<file path="src/rtl/hazard_stall_ctrl.sv">
// hazard_stall_ctrl: RAW hazard detect, multiplier sequencing and redirect flush for a 3-stage control pipeline
module hazard_stall_ctrl #(
   parameter int unsigned MUL_LAT    = 4,
   parameter int unsigned WB_FORWARD = 1,
   parameter int unsigned R0_EXEMPT  = 1
) (
   input  logic        clk,
   input  logic        rst_n,
   input  logic [15:0] id_inst,
   input  logic        id_valid,
   input  logic [15:0] ex_ctrl,
   input  logic [11:0] ex_regs,
   input  logic [15:0] wb_ctrl,
   input  logic [11:0] wb_regs,
   input  logic        branch_taken,
   output logic        pc_stall,
   output logic        ir_stall,
   output logic        bubble,
   output logic        flush,
   output logic        mul_start,
   output logic        mul_busy,
   output logic [15:0] stall_cnt,
   output logic        err
);
   typedef enum logic [1:0] {RUN, MUL_BUSY, FLUSH} state_t;
   localparam int CW = MUL_LAT > 2 ? $clog2(MUL_LAT) : 1;
   state_t state, state_n;
   logic [CW-1:0] cnt, cnt_n;
   logic [3:0] op, rs, rt;
   logic use_rs, use_rt, hazard, redirect, busy;
   logic unused;
   assign op = id_inst[15:12];
   assign rs = id_inst[7:4];
   assign rt = id_inst[3:0];
   assign use_rs = op != 4'd11;
   assign use_rt = op inside {4'd0, 4'd1, 4'd3, 4'd4, 4'd5, 4'd12, 4'd13, 4'd14, 4'd15};
   assign busy = state == MUL_BUSY;
   assign redirect = branch_taken || ex_ctrl[7:6] == 2'b10;
   assign unused = ^{id_inst[11:8], ex_ctrl[15:9], ex_ctrl[5:0], ex_regs[7:0], wb_ctrl[15:9], wb_ctrl[7:0], wb_regs[7:0]};
   function automatic logic hit(input logic [3:0] src);
      return (R0_EXEMPT == 0 || src != 4'd0) &&
             ((ex_ctrl[8] && src == ex_regs[11:8]) ||
              (WB_FORWARD == 0 && wb_ctrl[8] && src == wb_regs[11:8]));
   endfunction
   assign hazard = id_valid && ((use_rs && hit(rs)) || (use_rt && hit(rt)));
   // next state and stall/flush/start decode; busy ignores redirects, then redirect > hazard > mul issue
   always_comb begin
      state_n = RUN;
      cnt_n = cnt;
      pc_stall = 1'b0;
      ir_stall = 1'b0;
      bubble = 1'b0;
      flush = 1'b0;
      mul_start = 1'b0;
      if (busy) begin
         pc_stall = 1'b1;
         ir_stall = 1'b1;
         bubble = 1'b1;
         cnt_n = cnt - 1'b1;
         state_n = cnt == CW'(1) ? RUN : MUL_BUSY;
      end else if (redirect) begin
         flush = 1'b1;
         bubble = 1'b1;
      end else if (hazard) begin
         pc_stall = 1'b1;
         ir_stall = 1'b1;
         bubble = 1'b1;
      end else if (id_valid && op == 4'hF) begin
         mul_start = 1'b1;
         if (MUL_LAT > 1) begin
            state_n = MUL_BUSY;
            cnt_n = CW'(MUL_LAT - 1);
         end
      end
      if (!rst_n) begin
         pc_stall = 1'b0;
         ir_stall = 1'b0;
         bubble = 1'b0;
         flush = 1'b0;
         mul_start = 1'b0;
      end
   end
   // state, multiplier countdown and registered status outputs
   always_ff @(posedge clk or negedge rst_n) begin
      if (!rst_n) begin
         state <= RUN;
         cnt <= '0;
         mul_busy <= 1'b0;
         stall_cnt <= '0;
         err <= 1'b0;
      end else begin
         state <= state_n;
         cnt <= cnt_n;
         mul_busy <= state_n == MUL_BUSY;
         stall_cnt <= (pc_stall && stall_cnt != 16'hFFFF) ? stall_cnt + 16'd1 : stall_cnt;
         err <= err || (busy && redirect);
      end
   end
endmodule
</file>
<file path="config.mk">
export PLATFORM = sky130hd
export DESIGN_NAME = hazard_stall_ctrl
export DESIGN_NICKNAME = d
export VERILOG_FILES = /design/src/rtl/hazard_stall_ctrl.sv
export SDC_FILE = /design/constraint.sdc
export NUM_CORES = 1
export LEC_CHECK = 0
export ABC_AREA = 1
export ABC_CLOCK_PERIOD_IN_PS = 2400
export BUFFER_PORTS_ARGS = -buffer_cell sky130_fd_sc_hd__buf_2
export CAP_MARGIN = 10
export CORE_MARGIN = 1
export CORE_UTILIZATION = 45
export DETAILED_ROUTE_END_ITERATION = 8
export GPL_TIMING_DRIVEN = 0
export PLACE_DENSITY = 0.84
export SYNTH_ARGS = -nofsm -noshare
export SYNTH_HDL_FRONTEND = slang
export SYNTH_SLANG_ARGS = --single-unit
</file>
<file path="constraint.sdc">
create_clock -name clk -period 2.4 [get_ports clk]
set_input_delay 0.24 -clock clk [delete_from_list [all_inputs] [get_ports clk]]
set_output_delay 0.24 -clock clk [all_outputs]
set_load 0.01 [all_outputs]
</file>
==> flow_summary.toml, run 1 <==
[timing]
fin_worst_skew_ps = 5.03
fin_tns_setup_ps = 0
worstMarginPinSlew_ps = 926
fmax_ghz = 0.542
finalHoldViolCount = 0
fin_ws_ps = 556
finalCritPeriodShare_pct = 76.8
rsz0062_at_grt = "no"
slew_violations = 0
finalCriticalPeriod_ps = 1840
relSlewSlack_pct = 38.1
finalSetupViolCount = 0

[global_route]
overflow = 0
grt_pass1_wl_mm = 5.69
grt_max_degree = 21
grt_use_total_pct = 21.6
grt_antenna_before_repair = 0
grt_pass1_vias = 1304

[finish]
n_fill_cell = 288
design_area_um2 = 1810
register_area_um2 = 500
area_growth_pct = 23.3
fin_util_pct = 58.9
multi_input_area_um2 = 828
drive_above_1_share_pct = 25.9
nets = 334
diodes = 0

[die]
die_h_um = 59.2
io_pins = 99
rows = 20
fp.dieArea_um2 = 3500
die_w_um = 59.2
start_util_pct = 47.8
core_area_um2 = 3080

[worst_setup_path]
worstPathRequired_ps = 2620
cpMostUsedCell = "nor2_4"
slowest_stage = "dfrtp_1"
r2r_slack_ps = 560
r2r_cells = 9
path_depth = 9
crit_chain = "ha_1 > nand2_2 > nor2_4 > nand3_2 > nor2_4 > nand4_4 > buf_2 > nand4_1 > nand2_1"
startpoint_type = "flip-flop"
end_kind = "flip-flop"
crit_family = "simple AND/OR/NAND/NOR gates"
r2r_end = "stall_cnt[13]"
cp.buffers_inverters = 1
cp-endpoint = "stall_cnt[13]"
worstPathArrival_ps = 2070
crit_fanout = 10
critPathMaxStageDelay_ps = 430
worstReg2RegStart = "stall_cnt[0]"
critPathLaunch = "stall_cnt[0]"
path_class = "reg -> reg"

[synth]
synth_cell_types = 26
ys_warn_count = 0
avgSynthCellArea_um2 = 7.18
synth_seq_cells = 20
seq_area_frac_synth_pct = 34.0
synth_edf_count = 0
syn-num-nets = 283
synth_flop_cell = "dfrtp_1"
async_flop_share_pct = 100
synth_area_um2 = 1470
synth_cells = 205

[cts]
cts_inserted_buffers = 3
cts_tree = "done"
cts_hold_buf = 1
cts_buffer_depth = 2
clk_latency_ps = 320
post_cts_buffers = 0
clock-root-buffer = "clkbuf_4"
cts.clk_slew.worst_paths_ps = 130
htree_levels = 1
cts_resized = 0
clkSinkCount = 20

[worst_hold_path]
min_path_cells = 3
hp-class = "in -> reg"

[routing]
final_antenna_net_count = 0
drt_iter0_markers = 71
wirelength_mm = 3.46
drc_errors = 0
vias_per_cell = 4.95
vias = 1480
firstDrtPassIters = 4
wl_per_cell_um = 11.6

[job]
cap_violations = 0

[run_status]
status = "finished clean"

[placed_design]
numPortBuffers = 45
dpl.hpwl_mm = 2.51
dp_slack_ps = 403
place.gp.congestion = 0.931
dpl-instance-area_um2 = 1750

[power]
power_density_nw_per_um2 = 621
power_leakage_nw = 0.984
vdd_drop_max_mv = 0.393
## report_power, final
| group | switching [mW] | internal (mW) |
|---|---|---|
| Combinational | 0.234 | 0.153 |
| Sequential | 0.0605 | 0.391 |
| Clock | 0.118 | 0.169 |
| Total | 0.413 | 0.713 |
## how the worst min path moves through the flow
stage / start / end / slack [ps]
after floorplan: rst_n / cnt[0] / -60
after global placement: rst_n / stall_cnt[6] / 210
after detailed placement: rst_n / stall_cnt[5] / 220
after CTS: branch_taken / err / 260
after global routing: branch_taken / err / 270
final: branch_taken / err / 250
## cells by family after synthesis
group / synth area share [%]
buf+inv: 9.69
compound gates: 5.44
simple gates: 39.0
flops: 34.0
xor+xnor: 10.1
fa+ha+maj: 1.70
## layout by cell type (no fill, tap or decap), drive strengths merged, types with 2 or more instances in the layout
| cell | count |
|---|---|
| xor2 | 13 |
| a21oi | 7 |
| inv | 27 |
| nor2 | 16 |
| clkbuf | 4 |
| nand4 | 18 |
| o21ai | 6 |
| nor3 | 7 |
| buf | 50 |
| nand3 | 10 |
| xnor2 | 4 |
| dfrtp | 20 |
| nand2 | 66 |
| ha | 2 |
## cell usage after synthesis (2+ instances only)
library cell	number	share of area, %
a21oi_1	7	2.4
buf_2	3	1.0
dfrtp_1	20	34
ha_1	2	1.7
inv_1	23	5.9
inv_2	4	1.0
nand2_1	64	16
nand3_1	7	2.4
nand3_2	2	1.4
nand4_1	17	7.2
nor2_1	14	3.6
nor2_4	2	1.5
nor3_1	7	2.4
o21ai_0	6	2.0
xnor2_1	4	2.4
xor2_1	13	7.7
## state kept, by name, summed over array words and instances (netlist names)
name	flops
mul_busy	1
err	1
cnt	2
stall_cnt	16
## worst min-delay path: stages
cell,delay (ps)
buf_2,70
a21oi_1,80
o21bai_1,140
## layout make-up
class	instances	area share, %
multi-input cells	152	45.7
flip-flops and latches	20	27.6
repair buffers	46	13.0
inverters	27	5.59
well taps	44	3.03
plain buffers	6	2.28
clock inverters	1	1.66
clock buffers	3	1.24
## metal layers
| metal | vias up | part of all wire, % | track usage, % |
|---|---|---|---|
| met5 | - | 0 | 0 |
| met4 | 0 | 1.3 | 8.50 |
| met3 | 4 | 3.2 | 3.28 |
| met2 | 37 | 49 | 35.6 |
| met1 | 675 | 46 | 28.1 |
| li1 | 764 | - | - |
## metrics by stage
step / std cells / hold WS, ps / power (mW)
CTS: 299 / 261 / 1.13
finish: 299 / 254 / 1.13
floorplan: 205 / -55.6 / 0.705
global placement: 294 / 210 / 0.826
global route: 299 / 273 / 1.20
detailed placement: 294 / 218 / 0.843
No activity file was read; power rests on OpenSTA's default activity.
==> run 2, diff against run 1 <==
==> config.mk (replaced) <==
export PLATFORM = sky130hd
export DESIGN_NAME = hazard_stall_ctrl
export DESIGN_NICKNAME = d
export VERILOG_FILES = /design/src/rtl/hazard_stall_ctrl.sv
export SDC_FILE = /design/constraint.sdc
export NUM_CORES = 1
export LEC_CHECK = 0
export ABC_AREA = 0
export ABC_CLOCK_PERIOD_IN_PS = 1500
export BUFFER_PORTS_ARGS = -buffer_cell sky130_fd_sc_hd__buf_2
export CAP_MARGIN = 10
export CORE_MARGIN = 1
export CORE_UTILIZATION = 36
export DETAILED_ROUTE_END_ITERATION = 8
export GPL_TIMING_DRIVEN = 0
export PLACE_DENSITY = 0.75
export SYNTH_ARGS = -nofsm -noshare
export SYNTH_HDL_FRONTEND = slang
export SYNTH_SLANG_ARGS = --single-unit
==> constraint.sdc (replaced) <==
create_clock -name clk -period 1.5 [get_ports clk]
set_input_delay 0.15 -clock clk [delete_from_list [all_inputs] [get_ports clk]]
set_output_delay 0.15 -clock clk [all_outputs]
set_load 0.01 [all_outputs]
==> run 2 against run 1 <==
The flow now finishes with violations (negative setup slack). Critical path type unchanged. Cell count fell by 16%. Wire length rose by 7.4%. Fmax fell by 3.4%.
==> flow_summary.toml, run 2 <==
[finish]
top_register = "stall_cnt"
nets = 283
layout_common_cells = "37 x buf_2, 20 x buf_4, 18 x dfrtp_1"
reg.largest.list = "stall_cnt (16), cnt (2)"
largest_reg_flops = 16
instances_no_fill = 250
final_common_cell = "buf_2"
n_fill_cell = 268
drive_above_1_share_pct = 57.4
register_area_um2 = 503
area_growth_pct = 64.9
diodes = 0
fin_util_pct = 62.8
multi_input_area_um2 = 938

[worst_setup_path]
r2r_end = "stall_cnt[1]"
critPathLaunch = "stall_cnt[1]"
worstPathArrival_ps = 2130
end_kind = "flip-flop"
startpoint_type = "flip-flop"
r2r_cells = 8
path_class = "reg -> reg"
crit_fanout = 5
crit_chain = "ha_4 > nand3_4 > or3_4 > buf_8 > nor3_4 > buf_6 > a21oi_4 > mux2_2"
critPathMaxStageDelay_ps = 410
r2r_slack_ps = -410
crit_family = "simple AND/OR/NAND/NOR gates"
worstReg2RegStart = "stall_cnt[1]"
worstPathRequired_ps = 1720
slowest_stage = "dfrtp_1"
cp.buffers_inverters = 2

[die]
start_util_pct = 38.1
die_w_um = 61.9
die_h_um = 61.9
io_pins = 99
core_area_um2 = 3390
rows = 21
fp.dieArea_um2 = 3830

[synth]
synth_cell_types = 36
synth_area_leaders = "dfrtp_1 39%, xnor2_1 6.1%, xor2_1 6.1%, a2111oi_2 4.7%, a2111oi_4 4.3%"
synth_area_leader_cell = "dfrtp_1"
yosys-top-cells-count = "20 x dfrtp_1, 12 x nand2_1"
synth_top_area_share_pct = 38.8
synth_flop_cell = "dfrtp_1"
ys_warn_count = 0
async_flop_share_pct = 100
synth_area_um2 = 1290
seq_area_frac_synth_pct = 38.8
synth_edf_count = 0
syn-num-nets = 206
synth.most_common_cell = "dfrtp_1"
synth_seq_cells = 20
synth_cells = 128
avgSynthCellArea_um2 = 10.1

[routing]
vias = 1265
firstDrtPassIters = 3
wirelength_mm = 3.72
vias_per_cell = 5.06
drc_errors = 0
drt_iter0_markers = 39
wl_per_cell_um = 14.9
final_antenna_net_count = 0

[placed_design]
numPortBuffers = 45
dpl.hpwl_mm = 2.24
dp.cells = 219
place.gp.congestion = 0.770

[run_status]
status = "finished, violations left"
violations = "negative setup slack"

[cts]
clk_latency_ps = 320
clkSinkCount = 20
htree_levels = 1
cts.clk_slew.worst_paths_ps = 120
cts_tree = "done"
clock-root-buffer = "clkbuf_4"
cts_inserted_buffers = 3
cts_buffer_depth = 2

[timing]
fin_worst_skew_ps = 8.53
relSlewSlack_pct = 38.5
hold_ws_ps = 185
fmax_ghz = 0.524
finalHoldViolCount = 0
slew_violations = 0
rsz0062_at_grt = "yes"
finalCriticalPeriod_ps = 1910
finalSetupViolCount = 20
fin_ws_ps = -408
worstMarginPinSlew_ps = 920
finalCritPeriodShare_pct = 127

[global_route]
grt_pass1_vias = 1243
grt_antenna_before_repair = 0
overflow = 0
grt_use_total_pct = 19.3
grt_pass1_wl_mm = 5.39
grt_max_degree = 21

[worst_hold_path]
hp-class = "in -> reg"
hold-path-endpoint = "err"
min_path_cells = 3
min_from = "branch_taken"

[job]
cap_violations = 0

[power]
switching_share_pct = 32.8
p_clk_share_pct = 17.5
switching_power_mw = 0.525
vdd_drop_max_mv = 0.669
internal_power_mw = 1.08
total_power_mw = 1.60
p_comb_share_pct = 39.6
power_leakage_nw = 0.991
power_density_nw_per_um2 = 752
power.share.sequential_pct = 42.9
## run 2: cell types whose count changed in the layout (fill, tap and decap cells not counted), sizes merged, moves of 7 or more
cell | previous run | this run
buf | 50 | 75
a211oi | 0 | 7
nand4 | 18 | 4
a2111oi | 0 | 7
nor2 | 16 | 9
nand2 | 66 | 12
inv | 27 | 9
## run 2: power groups by stage
| stage | Sequential [mW] | Combinational, mW | Clock [mW] |
|---|---|---|---|
| after floorplan | 0.707 | 0.207 | 0 |
| after global placement | 0.694 | 0.359 | 0 |
| after detailed placement | 0.698 | 0.378 | 0 |
| after CTS | 0.685 | 0.550 | 0.276 |
| after global routing | 0.698 | 0.707 | 0.301 |
| final | 0.687 | 0.634 | 0.280 |
## run 2: cell families after synthesis
kind of cell    after synthesis  synth area share (%)
mux                           5                  4.17
xor+xnor                     18                  12.2
buf+inv                      14                  5.04
flops                        20                  38.8
simple gates                 42                  15.6
fa+ha+maj                     2                  1.94
compound gates               27                  22.3
## run 2: worst max-delay path by stage
stage,to,slack (ps),cells after the start
2_1_floorplan,stall_cnt[1],-440,8
3_3_place_gp,stall_cnt[12],-730,8
3_5_place_dp,stall_cnt[12],-720,8
4_1_cts,stall_cnt[7],-350,9
5_1_grt,stall_cnt[1],-470,8
6_report,stall_cnt[1],-410,8
## run 2: area by class of cell
cell class,instances,area share [%]
clock buffers,4,1.23
flip-flops and latches,20,23.6
multi-input cells,94,44.1
inverters,9,1.59
well taps,46,2.70
plain buffers,5,2.64
repair buffers,72,24.1
## run 2: worst register-to-register path, delay by kind of cell, from the launching register on
kind	cells	cell delay (ps)
mux	1	280
fa+ha+maj	1	170
compound gates	1	50
buf+inv	2	310
simple gates	3	600
flops	1	410
## run 2: routing by layer
layer	share of wire [%]	vias to the layer above	track usage, %	wire length, um
li1	-	618	-	-
met1	40	605	21.1	1500
met2	53	40	36.9	1970
met3	6.0	2	5.38	223
met4	0.51	0	3.81	19
met5	0	-	0	0
## run 2: through the flow
step	TNS [ps]	cell area (um^2)	worst slack [ps]
final	-6170	2130	-408
after global routing	-7920	2130	-465
after detailed placement	-9870	1650	-721
after CTS	-5690	2020	-352
after floorplan	-5590	1370	-436
after global placement	-9670	1650	-733
## run 2: what timing repair did
action	in CTS	in global routing
hold endpoints to repair	20	0
resized for setup	38	17
setup endpoints to repair	20	21
pin swaps	13	13
setup buffers	20	6
hold buffers	1	0
gates cloned	1	0
==> run 3, diff against run 2 <==
--- a/config.mk
+++ b/config.mk
@@ -14,6 +14,7 @@
 export DETAILED_ROUTE_END_ITERATION = 8
 export GPL_TIMING_DRIVEN = 0
 export PLACE_DENSITY = 0.75
+export SETUP_SLACK_MARGIN = 0.15
 export SYNTH_ARGS = -nofsm -noshare
 export SYNTH_HDL_FRONTEND = slang
 export SYNTH_SLANG_ARGS = --single-unit
==> run 3 against run 2 <==
Clock power down 2%. Combinational power is 17% lower. Clock-buffer cell count unchanged. Register-to-register slack improved by 20 ps. The flow still finishes with violations (negative setup slack). Clock skew fell by 4.4 ps. Fmax grew 0.82%. Core utilization up 2.2 points. Wire length increased by 2.8%. Via count increased by 2.8%.
==> flow_summary.toml, run 3 (synthesized netlist as in run 2, its figures left out) <==
[timing]
rsz0062_at_grt = "yes"
finalHoldViolCount = 0
finalCriticalPeriod_ps = 1890
relSlewSlack_pct = 38.7
finalSetupViolCount = 20
finalCritPeriodShare_pct = 126
slew_violations = 0
worstMarginPinSlew_ps = 920
fin_worst_skew_ps = 4.17
fmax_ghz = 0.528
fin_ws_ps = -392

[routing]
final_antenna_net_count = 0
vias_per_cell = 5.22
drc_errors = 0
drt_iter0_markers = 64
wirelength_mm = 3.82
vias = 1301
wl_per_cell_um = 15.3
firstDrtPassIters = 4

[run_status]
violations = "negative setup slack"
status = "finished, violations left"

[die]
io_pins = 99
rows = 21
fp.dieArea_um2 = 3830
die_w_um = 61.9
core_area_um2 = 3390
start_util_pct = 38.1
die_h_um = 61.9

[placed_design]
dpl.hpwl_mm = 2.15
numPortBuffers = 45
dp.cells = 219
place.gp.congestion = 0.740
dp_slack_ps = -751

[cts]
cts_tree = "done"
cts_inserted_buffers = 3
clk_latency_ps = 310
htree_levels = 1
cts_buffer_depth = 2
clkSinkCount = 20
cts.clk_slew.worst_paths_ps = 110
clock-root-buffer = "clkbuf_4"

[finish]
n_fill_cell = 245
fin_util_pct = 65.0
reg.largest.list = "stall_cnt (16), cnt (2)"
top_register = "stall_cnt"
area_growth_pct = 70.6
multi_input_area_um2 = 992
diodes = 0
drive_above_1_share_pct = 60.6
instances_no_fill = 249
layout_common_cells = "37 x buf_2, 20 x buf_4, 17 x dfrtp_1"
register_area_um2 = 504
nets = 282
final_common_cell = "buf_2"
largest_reg_flops = 16

[power]
vdd_drop_max_mv = 0.943
total_power_mw = 1.47
power_density_nw_per_um2 = 667
power_leakage_nw = 1.01

[global_route]
grt_use_total_pct = 19.7
grt_pass1_wl_mm = 5.55
grt_antenna_before_repair = 0
grt_pass1_vias = 1202
overflow = 0
grt_max_degree = 21

[worst_setup_path]
startpoint_type = "flip-flop"
worstReg2RegStart = "stall_cnt[1]"
crit_fanout = 5
end_kind = "flip-flop"
slowest_stage = "dfrtp_1"
r2r_cells = 9
critPathLaunch = "stall_cnt[1]"
path_class = "reg -> reg"
worstPathArrival_ps = 2090
crit_chain = "ha_2 > nand3_2 > or3_1 > clkbuf_8 > nor3_4 > buf_6 > buf_4 > a211oi_2 > xor2_1"
critPathMaxStageDelay_ps = 370
worstPathRequired_ps = 1700

[job]
cap_violations = 0

[worst_hold_path]
min_path_cells = 3
min_from = "branch_taken"
hp-class = "in -> reg"
-- run 3: changes by cell type in the layout (fill, tap and decap cells not counted), sizes merged --
cell	delta
dlygate4sd3	-1
dlymetal6s4s	+1
buf	-1
-- run 3: repair_timing --
action / in CTS / in global routing
buffers inserted: 15 / 9
cloned: 1 / 0
setup endpoints to repair: 21 / 44
gates resized for setup: 36 / 30
endpoints found under the hold margin: 20 / 0
hold buffers: 1 / 0
pin swaps: 16 / 16
-- run 3: layout make-up --
type,instances,share of cell area (%)
Sequential cell,20,22.9
Inverter,9,1.65
Clock buffer,4,1.19
Buffer,5,2.50
Tap cell,46,2.61
Multi-Input combinational cell,94,45.0
Timing Repair Buffer,71,24.1
-- run 3: report_power, final --
| part | switching (mW) | total (mW) | leakage, nW | internal, mW |
|---|---|---|---|---|
| combinational | 0.247 | 0.526 | 0.750 | 0.279 |
| clock | 0.169 | 0.273 | 0.0150 | 0.104 |
| sequential | 0.0581 | 0.671 | 0.245 | 0.613 |
| total | 0.474 | 1.47 | 1.01 | 0.995 |
-- run 3: path summary, 6_finish.rpt --
| kind | endpoint | slack (ps) |
|---|---|---|
| max | stall_cnt[3] | -390 |
| min | err | 200 |
| max reg2reg | stall_cnt[3] | -390 |
| min reg2reg | err | 480 |
| max in group asynchronous | mul_busy | 620 |
| min in group asynchronous | stall_cnt[7] | 260 |
-- run 3: worst max-delay path: cells and delay by family (launching register included) --
| family | cells | cell delay, ps |
|---|---|---|
| compound gates | 1 | 30 |
| xor+xnor | 1 | 170 |
| fa+ha+maj | 1 | 200 |
| buf+inv | 3 | 430 |
| flops | 1 | 370 |
| simple gates | 3 | 580 |
-- run 3: metrics by stage --
step                      TNS, ps  area, um^2  hold WS (ps)
final                       -6390        2200           195
after global routing        -7850        2200           209
after CTS                   -6330        1990           203
after detailed placement   -10050        1650           161
after global placement      -9730        1650           160
after floorplan             -5590        1370          -146
-- run 3: layer usage --
metal,GRT usage (%),routed length [um],vias to the layer above
met4,3.81,21,0
met1,25.4,1630,637
met5,0,0,-
li1,-,-,608
met3,4.35,233,4
met2,34.3,1930,52
